==> src/rtl/mem_port_arbiter.sv <==
// Shares one single-ported memory between the fetch (I) and mem-stage (D) ports, one access at a time.
// Latency: request seen in IDLE -> m_en next cycle -> ack MEM_LAT+2 cycles after the request.
// Backpressure: requesters hold req until their ack pulse; stall_f/stall_m stay high while waiting.
module mem_port_arbiter #(
    parameter int MEM_LAT = 1
) (
    input  logic        clk,
    input  logic        rst,
    input  logic        i_req,
    input  logic [31:0] i_addr,
    output logic [31:0] i_rdata,
    output logic        i_ack,
    input  logic        d_req,
    input  logic        d_we,
    input  logic [31:0] d_addr,
    input  logic [31:0] d_wdata,
    output logic [31:0] d_rdata,
    output logic        d_ack,
    output logic        m_en,
    output logic        m_we,
    output logic [31:0] m_addr,
    output logic [31:0] m_wdata,
    input  logic [31:0] m_rdata,
    output logic        stall_f,
    output logic        stall_m,
    output logic        busy
);

    localparam int CW = $clog2(MEM_LAT + 1);

    typedef enum logic [1:0] {
        IDLE,
        ISSUE,
        WAIT,
        ACK
    } state_t;

    state_t        state;
    logic [CW-1:0] cnt;
    logic          grant_d;
    logic          last_grant_d;

    logic i_elig;
    logic d_elig;
    logic pick_d;

    // A request whose ack is high this cycle belongs to the transaction just completed.
    assign i_elig = i_req & ~i_ack;
    assign d_elig = d_req & ~d_ack;
    assign pick_d = d_elig & (~i_elig | ~last_grant_d);

    always_ff @(posedge clk) begin
        if (rst) begin
            state        <= IDLE;
            cnt          <= '0;
            grant_d      <= 1'b0;
            last_grant_d <= 1'b0;
            m_en         <= 1'b0;
            m_we         <= 1'b0;
            m_addr       <= '0;
            m_wdata      <= '0;
            i_rdata      <= '0;
            d_rdata      <= '0;
            i_ack        <= 1'b0;
            d_ack        <= 1'b0;
        end else begin
            m_en  <= 1'b0;
            i_ack <= 1'b0;
            d_ack <= 1'b0;
            case (state)
                IDLE: begin
                    if (i_elig || d_elig) begin
                        grant_d      <= pick_d;
                        last_grant_d <= pick_d;
                        m_addr       <= pick_d ? d_addr : i_addr;
                        m_we         <= pick_d & d_we;
                        m_wdata      <= pick_d ? d_wdata : 32'h0;
                        m_en         <= 1'b1;
                        state        <= ISSUE;
                    end
                end
                ISSUE: begin
                    cnt   <= CW'(1);
                    state <= WAIT;
                end
                WAIT: begin
                    if (cnt == CW'(MEM_LAT)) begin
                        // m_we still holds the granted transaction's direction here.
                        if (!m_we) begin
                            if (grant_d) d_rdata <= m_rdata;
                            else         i_rdata <= m_rdata;
                        end
                        if (grant_d) d_ack <= 1'b1;
                        else         i_ack <= 1'b1;
                        state <= ACK;
                    end else begin
                        cnt <= cnt + CW'(1);
                    end
                end
                ACK: begin
                    state <= IDLE;
                end
                default: begin
                    state <= IDLE;
                end
            endcase
        end
    end

    assign stall_f = i_req & ~i_ack;
    assign stall_m = d_req & ~d_ack;
    assign busy    = (state != IDLE);

endmodule

==> config.mk <==
export PLATFORM = sky130hd
export DESIGN_NAME = mem_port_arbiter
export DESIGN_NICKNAME = d
export VERILOG_FILES = /design/src/rtl/mem_port_arbiter.sv
export SDC_FILE = /design/constraint.sdc
export NUM_CORES = 1
export LEC_CHECK = 0
export CORE_MARGIN = 4
export CORE_UTILIZATION = 39
export CTS_CLUSTER_SIZE = 24
export DETAILED_ROUTE_END_ITERATION = 7
export PLACE_DENSITY = 0.86
export SLEW_MARGIN = 20
export SYNTH_ARGS = -nofsm -noshare
export SYNTH_HDL_FRONTEND = slang
export SYNTH_SLANG_ARGS = --single-unit
==> constraint.sdc <==
create_clock -name clk -period 2.05 [get_ports clk]
set_clock_uncertainty 0.1 [all_clocks]
set_input_delay 0.615 -clock clk [delete_from_list [all_inputs] [get_ports clk]]
set_output_delay 0.615 -clock clk [all_outputs]
set_load 0.1 [all_outputs]
### Word-level counts from Yosys, hierarchy flattened

Index checks and enable logic that the tools add are counted.

| cells by class | value |
|---|---|
| eq/ne operators | 5 |
| bitwise gates (word level) | 13 |
| add/subtract/negate cells | 1 |
| multiplexer cells | 10 |
| reductions and logical operators | 10 |

Operators with widths:

| cell | count |
|---|---|
| 2-to-1 mux 32 bit | 2 |
| NOT 1 bit | 8 |
| case mux 2 bit (4 select lines) | 1 |
| AND reduction 4 bit | 2 |
| bitwise AND 1 bit | 4 |
| == test 2 bit, second input constant | 2 |
| 2-to-1 mux 1 bit | 4 |
| 2-to-1 mux 2 bit | 2 |
| inequality test 2 bit, second input constant | 2 |
| AND reduction 2 bit | 2 |
| nonzero test 2 bit | 2 |
| OR reduction 3 bit | 1 |
| == test 2 x 1 -> 1 bit, second input constant | 1 |
| logical NOT 2 bit | 1 |
| case mux 1 bit (2 select lines) | 1 |
| OR reduction 2 bit | 1 |
| adder 1 bit, second input constant | 1 |
| logical OR 1 bit | 1 |
| OR 1 bit | 1 |

| storage, ports and cells | value |
|---|---|
| word-level logic and storage cells | 50 |
| input bits | 133 |
| output and inout port bits | 135 |
| flip-flop bits (word level) | 136 |

### Logic depth before layout (Yosys ltp)

Gate-level depths: netlist of the first run.

| depth | value |
|---|---|
| depth in word-level cells | 6 |
| mapped depth | 8 |
| gate-level depth less buffers | 6 |

### Least setup slack after synthesis of the first run

Ideal clock, no wire load.

| timing | value |
|---|---|
| path kind | register -> register |
| start point | reg d_ack |
| end point | reg m_wdata[10] |
| stages on the path, launching flop included | 8 |
| path slack | -368 ps |
| buffers on the path | 2 |
| data required time | 1822 ps |
| data arrival time | 2190 ps |
| clock period less this slack | 2418 ps |
| library setup time | 128 ps |
| cell sequence | dfxtp_1 > nand2b_4 > inv_2 > and3_1 > buf_2 > buf_2 > a22oi_1 > nor2_1 |

| on the way | value |
|---|---|
| cells in the longest elaborated chain, start to end | 4 |
| elaborated cells between the ends (all ways) | 6 |
| classes of those cells | 1 x mux; 3 x bitwise; 2 x reduce/logical |

RTL lines:

| what | RTL line | RTL |
|---|---|---|
| start: declaration | 18 | `output logic d_ack,` |
| start signal: assignment | 65 | `d_ack <= 1'b0;` |
| start signal: assignment | 69 | `d_ack <= 1'b0;` |
| start signal: assignment | 93 | `if (grant_d) d_ack <= 1'b1;` |
| NOT 1 bit (*) | - |  |
| bitwise AND 1 bit (*) | - |  |
| named net stall_m | 25 | `output logic stall_m,` |
| bitwise AND 1 bit / logical OR 1 bit (equally long branches) | 50, 72 |  |
| 2-to-1 mux 32 bit / AND reduction 2 bit (equally long branches) | - |  |
| end signal: assignment | 77 | `m_wdata <= pick_d ? d_wdata : 32'h0;` |
| end: declaration | 22 | `output logic [31:0] m_wdata,` |

The timed path passes the listed nets; every way through them passes the cells marked *.
A chain may end at the register's enable or synchronous reset.

### Final worst setup path of the first run

| timing | value |
|---|---|
| start point | reg state[1] |
| end point | out busy |

| on the way | value |
|---|---|
| cells in the longest elaborated chain, start to end | 1 |

RTL lines:

| what | RTL line | RTL |
|---|---|---|
| start: declaration | 38 | `state_t state;` |
| start signal: assignment | 54 | `state <= IDLE;` |
| start signal: assignment | 79 | `state <= ISSUE;` |
| start signal: assignment | 84 | `state <= WAIT;` |
| nonzero test 2 bit | 112 | `assign busy = (state != IDLE);` |
| end: declaration | 26 | `output logic busy` |

No other way between the ends.

==> flow_summary.json, run 1 <==
{
  "initial_utilization_pct": 39.9,
  "p_sw_uw": 6460,
  "grt_pass1_vias": 5645,
  "hold_depth": 2,
  "reg2reg_depth": 7,
  "irDropWorstVdd_mv": 0.938,
  "combPwrFrac_pct": 52.3,
  "drv_slew": 0,
  "worstReg2RegStart": "state[0]$_SDFFE_PP0P_",
  "grt_use_met1_pct": 27.7,
  "cp_max_fo": 4,
  "crit_path_end_kind": "output port",
  "leakage_uw": 0.00379,
  "vias": 5557,
  "clockBufferDepth": 2,
  "finalCriticalPeriod_ns": 1.99,
  "drive_gt1_share_pct": 23.8,
  "p_int_uw": 7560,
  "cts_sinks": 136,
  "ctsHoldBuffers": 0,
  "finalNonFillerCells": 1054,
  "hp-class": "reg -> reg",
  "synth.cell_area_mm2": 0.00506,
  "core_area_mm2": 0.0127,
  "drtPass1Iterations": 5,
  "r2r_setup_slack_ns": 0.09,
  "antenna_found_initial": 0,
  "status": "finished, final reports clean",
  "critPathSlowestCell": "dfxtp_2",
  "cts_tree": "built",
  "yosysUniqueCellTypes": 30,
  "totalWireLength_um": 20000,
  "cts_htree_levels": 4,
  "critical_path.max_stage_delay_ns": 0.34,
  "hold_violations": 0,
  "grt_first_pass_wirelength_um": 30200,
  "diodes": 0,
  "rows": 41,
  "r2r-end": "i_rdata[10]$_SDFFE_PP0P_",
  "grt_use_met3_pct": 8.08,
  "drc_errors": 0,
  "clockRootBuffer": "clkbuf_16",
  "required_ns": 1.33,
  "startpoint_type": "register",
  "die-area_mm2": 0.0149,
  "fin_tns_setup_ns": 0,
  "grt_usage_pct": 26.1,
  "power_frac_seq_pct": 26.2,
  "arrival_ns": 1.27,
  "crit_type": "reg -> out",
  "io_buffers": 267,
  "power-per-cell-area_mw_per_mm2": 1410,
  "grt-ovfl-total": 0,
  "setup_violations": 0,
  "crit_start": "state[1]$_SDFFE_PP0P_",
  "first_iter_violations": 391,
  "worst-slew-pin-transition_ns": 0.475,
  "slew_headroom_pct": 68.3,
  "clk_pin_slew_ns": 0.06,
  "yosysSeqAreaShare_pct": 53.8,
  "die_h_um": 122,
  "hold_start": "d_rdata[14]$_SDFFE_PP0P_",
  "synth_seq_cells": 136,
  "globalRouteMet2Util_pct": 46.2,
  "fp.dieW_um": 122,
  "worstPathCellList": "inv_1 -> ha_4 -> inv_4 -> buf_12",
  "fmaxAchievable_mhz": 504,
  "syn_area_per_cell_um2": 8.35,
  "finalWeightedCongestion": 0.807,
  "viasPerCell": 5.27,
  "holdPathEnd": "d_rdata[14]$_SDFFE_PP0P_",
  "nets": 1005,
  "yosys_warnings": 0,
  "grt_max_degree": 50,
  "syn2layout_area_growth_pct": 97.1,
  "top_usage_layer": "met2",
  "finalCritPeriodShare_pct": 96.9,
  "place_hpwl_um": 14000,
  "clock_latency_ns": 0.41,
  "antenna_left": 0,
  "clockPowerShare_pct": 21.5,
  "synth_nets": 742,
  "swShare_pct": 46.1,
  "io_pins": 268,
  "dp_cells": 1019,
  "drv_cap": 0,
  "cts_buffers": 17,
  "wl_per_cell_um": 19.0,
  "rsz0062_at_grt": "no",
  "syn_inst": 606
}
-- synth_stat cells --
| cell | count | share of area (%) |
|---|---|---|
| nand2_1 | 162 | 12 |
| dfxtp_1 | 136 | 54 |
| a21oi_1 | 97 | 9.6 |
| nor2_1 | 71 | 5.3 |
| a22oi_1 | 33 | 4.9 |
| a211oi_1 | 32 | 4.8 |
| buf_2 | 18 | 1.8 |
| clkbuf_1 | 15 | 1.1 |
| buf_4 | 10 | 1.5 |
| buf_6 | 4 | 0.89 |
| inv_1 | 4 | 0.30 |
| ha_1 | 3 | 0.74 |
| buf_1 | 2 | 0.15 |
| inv_2 | 2 | 0.15 |
| nor3_1 | 2 | 0.20 |
| a21oi_2 | 1 | 0.17 |
| a21oi_4 | 1 | 0.32 |
| a311oi_1 | 1 | 0.17 |
| a32oi_1 | 1 | 0.17 |
| and3_1 | 1 | 0.12 |
| mux2i_1 | 1 | 0.20 |
| nand2b_2 | 1 | 0.17 |
| nand2b_4 | 1 | 0.27 |
| nand3b_1 | 1 | 0.15 |
| nand4b_1 | 1 | 0.17 |
| nor3_2 | 1 | 0.20 |
| nor3b_1 | 1 | 0.15 |
| nor3b_2 | 1 | 0.25 |
| o21ai_2 | 1 | 0.17 |
| or3_1 | 1 | 0.12 |
-- metrics by stage --
stage               hold slack (ns)  instance area, um2  util, %  worst slack (ns)  total power (uW)
floorplan                     0.376                5060        -            0.0740              8000
global placement              0.378                9330     73.7            -0.168             10800
detailed placement            0.383                9330     73.7            -0.250             10900
CTS                           0.392                9950     78.5            0.0152             14000
global route                  0.415                9970     78.7           0.00531             14400
finish                        0.391                9970     78.7            0.0644             14000
-- how the worst max path moves through the flow --
stage / end / slack (ns)
finish: busy / 0.06
detailed placement: m_addr[25]$_SDFFE_PP0P_ / -0.25
floorplan: m_addr[10]$_SDFFE_PP0P_ / 0.07
global route: i_rdata[10]$_SDFFE_PP0P_ / 0.005
CTS: busy / 0.02
global placement: stall_m / -0.17
-- critical path, delay by kind of cell (launching register included) --
kind,cells,cell delay (ns)
buf+inv,3,0.32
fa+ha+maj,1,0.19
flops,1,0.34
-- layout by cell type (no fill, tap or decap), types with 2 or more instances in the layout --
cell type,netlist,routed
nand2b_4,1,2
bufinv_16,0,2
ha_1,3,2
buf_12,0,144
buf_4,10,17
a211oi_1,32,32
clkbuf_16,0,17
dlygate4sd2_1,0,2
inv_1,4,2
inv_4,0,3
clkdlybuf4s50_1,0,129
dfxtp_2,0,3
nand2_1,162,162
dfxtp_1,136,132
clkinv_2,0,4
clkinv_4,0,2
nor3_1,2,2
clkinvlp_4,0,3
a22oi_1,33,33
a21oi_1,97,97
inv_6,0,3
nor2_1,71,71
-- area by class of cell --
cell class / count / area [um2]
tap: 172 / 215
sequential: 136 / 2730
inverter: 6 / 30.0
fill: 699 / 2700
clock buffer: 18 / 439
clock inverter: 14 / 146
timing repair buffer: 293 / 4330
multi-input combinational: 415 / 2080
-- kinds of logic after synthesis --
group | share of synthesized area (%)
DFF | 53.8
muxes | 0.198
AOI/OAI and AO/OA | 20.3
buffers and inverters | 5.86
and+or+nand+nor | 19.1
adders and majority gates | 0.742
-- sequential cells by signal (all words and copies together) (netlist names) --
signal	cells
m_addr	32
m_en	1
i_rdata	32
d_rdata	32
m_wdata	32
i_ack	1
cnt	1
state	2
m_we	1
last_grant_d	1
d_ack	1
-- what timing repair did --
item	4_1_cts	5_1_grt
setup endpoints to repair	3	2
buffers inserted	1	2
gates resized for setup	10	2
pin swaps	0	1
-- metal layers --
metal / part of all wire, % / routed length (um)
met5: 0 / 0
met4: 4.7 / 938
met3: 8.3 / 1670
met2: 51 / 10300
met1: 35 / 7100
-- power by group through the flow --
| stage | Sequential [uW] | Clock, uW | Combinational (uW) |
|---|---|---|---|
| after global routing | 3720 | 3160 | 7560 |
| after global placement | 3670 | 0 | 7090 |
| after floorplan | 6620 | 0 | 1370 |
| after CTS | 3660 | 3050 | 7290 |
| after detailed placement | 3710 | 0 | 7190 |
| final | 3670 | 3020 | 7340 |
No activity file was read; power rests on OpenSTA's default activity.
==> inputs of run 2 (changes only) <==
Settings changed: CORE_ASPECT_RATIO set to 1.4.
==> run 2 against run 1 <==
Combinational power fell by 1%. Flip-flop and latch count is the same. Fmax shrank 0.44%. First-iteration DRC count is 31% lower. Design area fell by 0.55%. Core utilization decreased by 0.93 points. Via count decreased by 4.2%. Clock power down 2%. Global-route usage is 2.9 points lower. Die area up 0.17%. Wire length down 11%.
==> flow_summary.json, run 2 (synthesis results as in run 1) <==
{
  "status": "finished, final reports clean",
  "drtPass1Iterations": 4,
  "critPathSlowestCell": "dfxtp_1",
  "io_pins": 268,
  "clockRootBuffer": "clkbuf_16",
  "syn2layout_area_growth_pct": 96.0,
  "diodes": 0,
  "drive_gt1_share_pct": 23.3,
  "finalWeightedCongestion": 0.840,
  "cts_htree_levels": 4,
  "grt_max_degree": 56,
  "multiInputGateArea_mm2": 0.00207,
  "cts_tree": "built",
  "viasPerCell": 5.16,
  "antenna_left": 0,
  "worstReg2RegStart": "state[0]$_SDFFE_PP0P_",
  "initial_utilization_pct": 39.7,
  "place_hpwl_um": 13200,
  "clock_latency_ns": 0.40,
  "fin_tns_setup_ns": 0,
  "ctsHoldBuffers": 0,
  "crit_path_end_kind": "output port",
  "setup_violations": 0,
  "fin_util_pct": 77.7,
  "io_buffers": 267,
  "clockBufferDepth": 2,
  "final_cell_mix": "nand2_1, buf_12, dfxtp_1",
  "crit_type": "reg -> out",
  "clk_pin_slew_ns": 0.06,
  "vias": 5322,
  "hold_start": "i_rdata[25]$_SDFFE_PP0P_",
  "worstPathCellList": "inv_2 -> ha_4 -> inv_4 -> buf_12",
  "grt-ovfl-total": 0,
  "wl_per_cell_um": 17.2,
  "hp-class": "reg -> reg",
  "regArea_mm2": 0.00273,
  "reg2reg_depth": 7,
  "grt_pass1_vias": 5396,
  "antenna_found_initial": 0,
  "hold_depth": 2,
  "grt_first_pass_wirelength_um": 27300,
  "holdPathEnd": "i_rdata[25]$_SDFFE_PP0P_",
  "grt_usage_pct": 23.2,
  "required_ns": 1.33,
  "r2r_setup_slack_ns": 0.24,
  "cts_sinks": 136,
  "arrival_ns": 1.28,
  "finalCriticalPeriod_ns": 1.99,
  "cts_buffers": 17,
  "startpoint_type": "register",
  "nFillCells": 760,
  "worst-slew-pin-transition_ns": 0.409,
  "final_common_cell": "nand2_1",
  "core_area_mm2": 0.0128,
  "power-per-cell-area_mw_per_mm2": 1400,
  "r2r-end": "i_rdata[19]$_SDFFE_PP0P_",
  "fp.dieW_um": 104,
  "hold_violations": 0,
  "drv_cap": 0,
  "die-area_mm2": 0.0149,
  "nets": 1001,
  "fmaxAchievable_mhz": 501,
  "drc_errors": 0,
  "critical_path.max_stage_delay_ns": 0.36,
  "cp_max_fo": 5,
  "totalWireLength_um": 17700,
  "die_h_um": 143,
  "slew_headroom_pct": 72.7,
  "finalCritPeriodShare_pct": 97.3,
  "rows": 49,
  "rsz0062_at_grt": "no",
  "drv_slew": 0,
  "irDropWorstVdd_mv": 1.02,
  "leakage_uw": 0.00377,
  "first_iter_violations": 271
}
## run 2: how the worst max path moves through the flow
stage,startpoint,endpoint,slack (ns),depth (start not counted)
2_1_floorplan,state[0]$_SDFFE_PP0P_,m_addr[10]$_SDFFE_PP0P_,0.07,7
4_1_cts,state[1]$_SDFFE_PP0P_,busy,0.02,4
6_report,state[0]$_SDFFE_PP0P_,busy,0.06,4
5_1_grt,state[1]$_SDFFE_PP0P_,busy,0.02,4
3_3_place_gp,d_req,stall_m,-0.16,4
3_5_place_dp,i_req,m_addr[30]$_SDFFE_PP0P_,-0.26,7
## run 2: area by class of cell
cell class	instances	area share [%]
tap	153	1.93
clock buffer	18	4.33
timing repair buffer	289	43.5
multi-input combinational	415	20.9
inverter	6	0.303
sequential	136	27.5
clock inverter	14	1.51
## run 2: stage by stage
stage                     hold slack, ns  setup slack, ns  total power, uW  instances  cell area [um2]
after floorplan                    0.376           0.0740             8000        606             5060
after global placement             0.378           -0.164            10800        998             9310
after detailed placement           0.383           -0.263            10900        998             9310
after CTS                          0.392           0.0168            13900       1031             9910
after global routing               0.408           0.0197            14300       1031             9910
final                              0.390           0.0556            13900       1031             9910
## run 2: metal layers
metal,up-vias,global-route usage [%],wire [um]
li1,2557,-,-
met3,57,7.06,1040
met2,235,42.8,9560
met1,2473,23.2,6220
met4,0,12.7,915
met5,-,0,0
## run 2: repair_timing
| action | 4_1_cts | 5_1_grt |
|---|---|---|
| endpoints found under the setup margin | 3 | 6 |
| gates resized for setup | 7 | 3 |
| hold endpoints to repair | 0 | 0 |
| buffers inserted | 1 | 0 |
## run 2: where the power goes
group / switching [uW] / internal, uW
clock network: 1160 / 1800
registers: 521 / 3120
logic: 4660 / 2590
total: 6340 / 7510
## run 2: critical path, delay by kind of cell (launching register included)
| kind | cells | cell delay (ns) |
|---|---|---|
| adder cells (fa/ha/maj) | 1 | 0.19 |
| flip-flops | 1 | 0.36 |
| buffers and inverters | 3 | 0.32 |
==> inputs of run 3 (changes only) <==
Settings changed: CTS_CLUSTER_SIZE 24 to not set.
==> results of run 3 <==
Same layout as run 2: the final DEF is identical, and so are final timing and power.
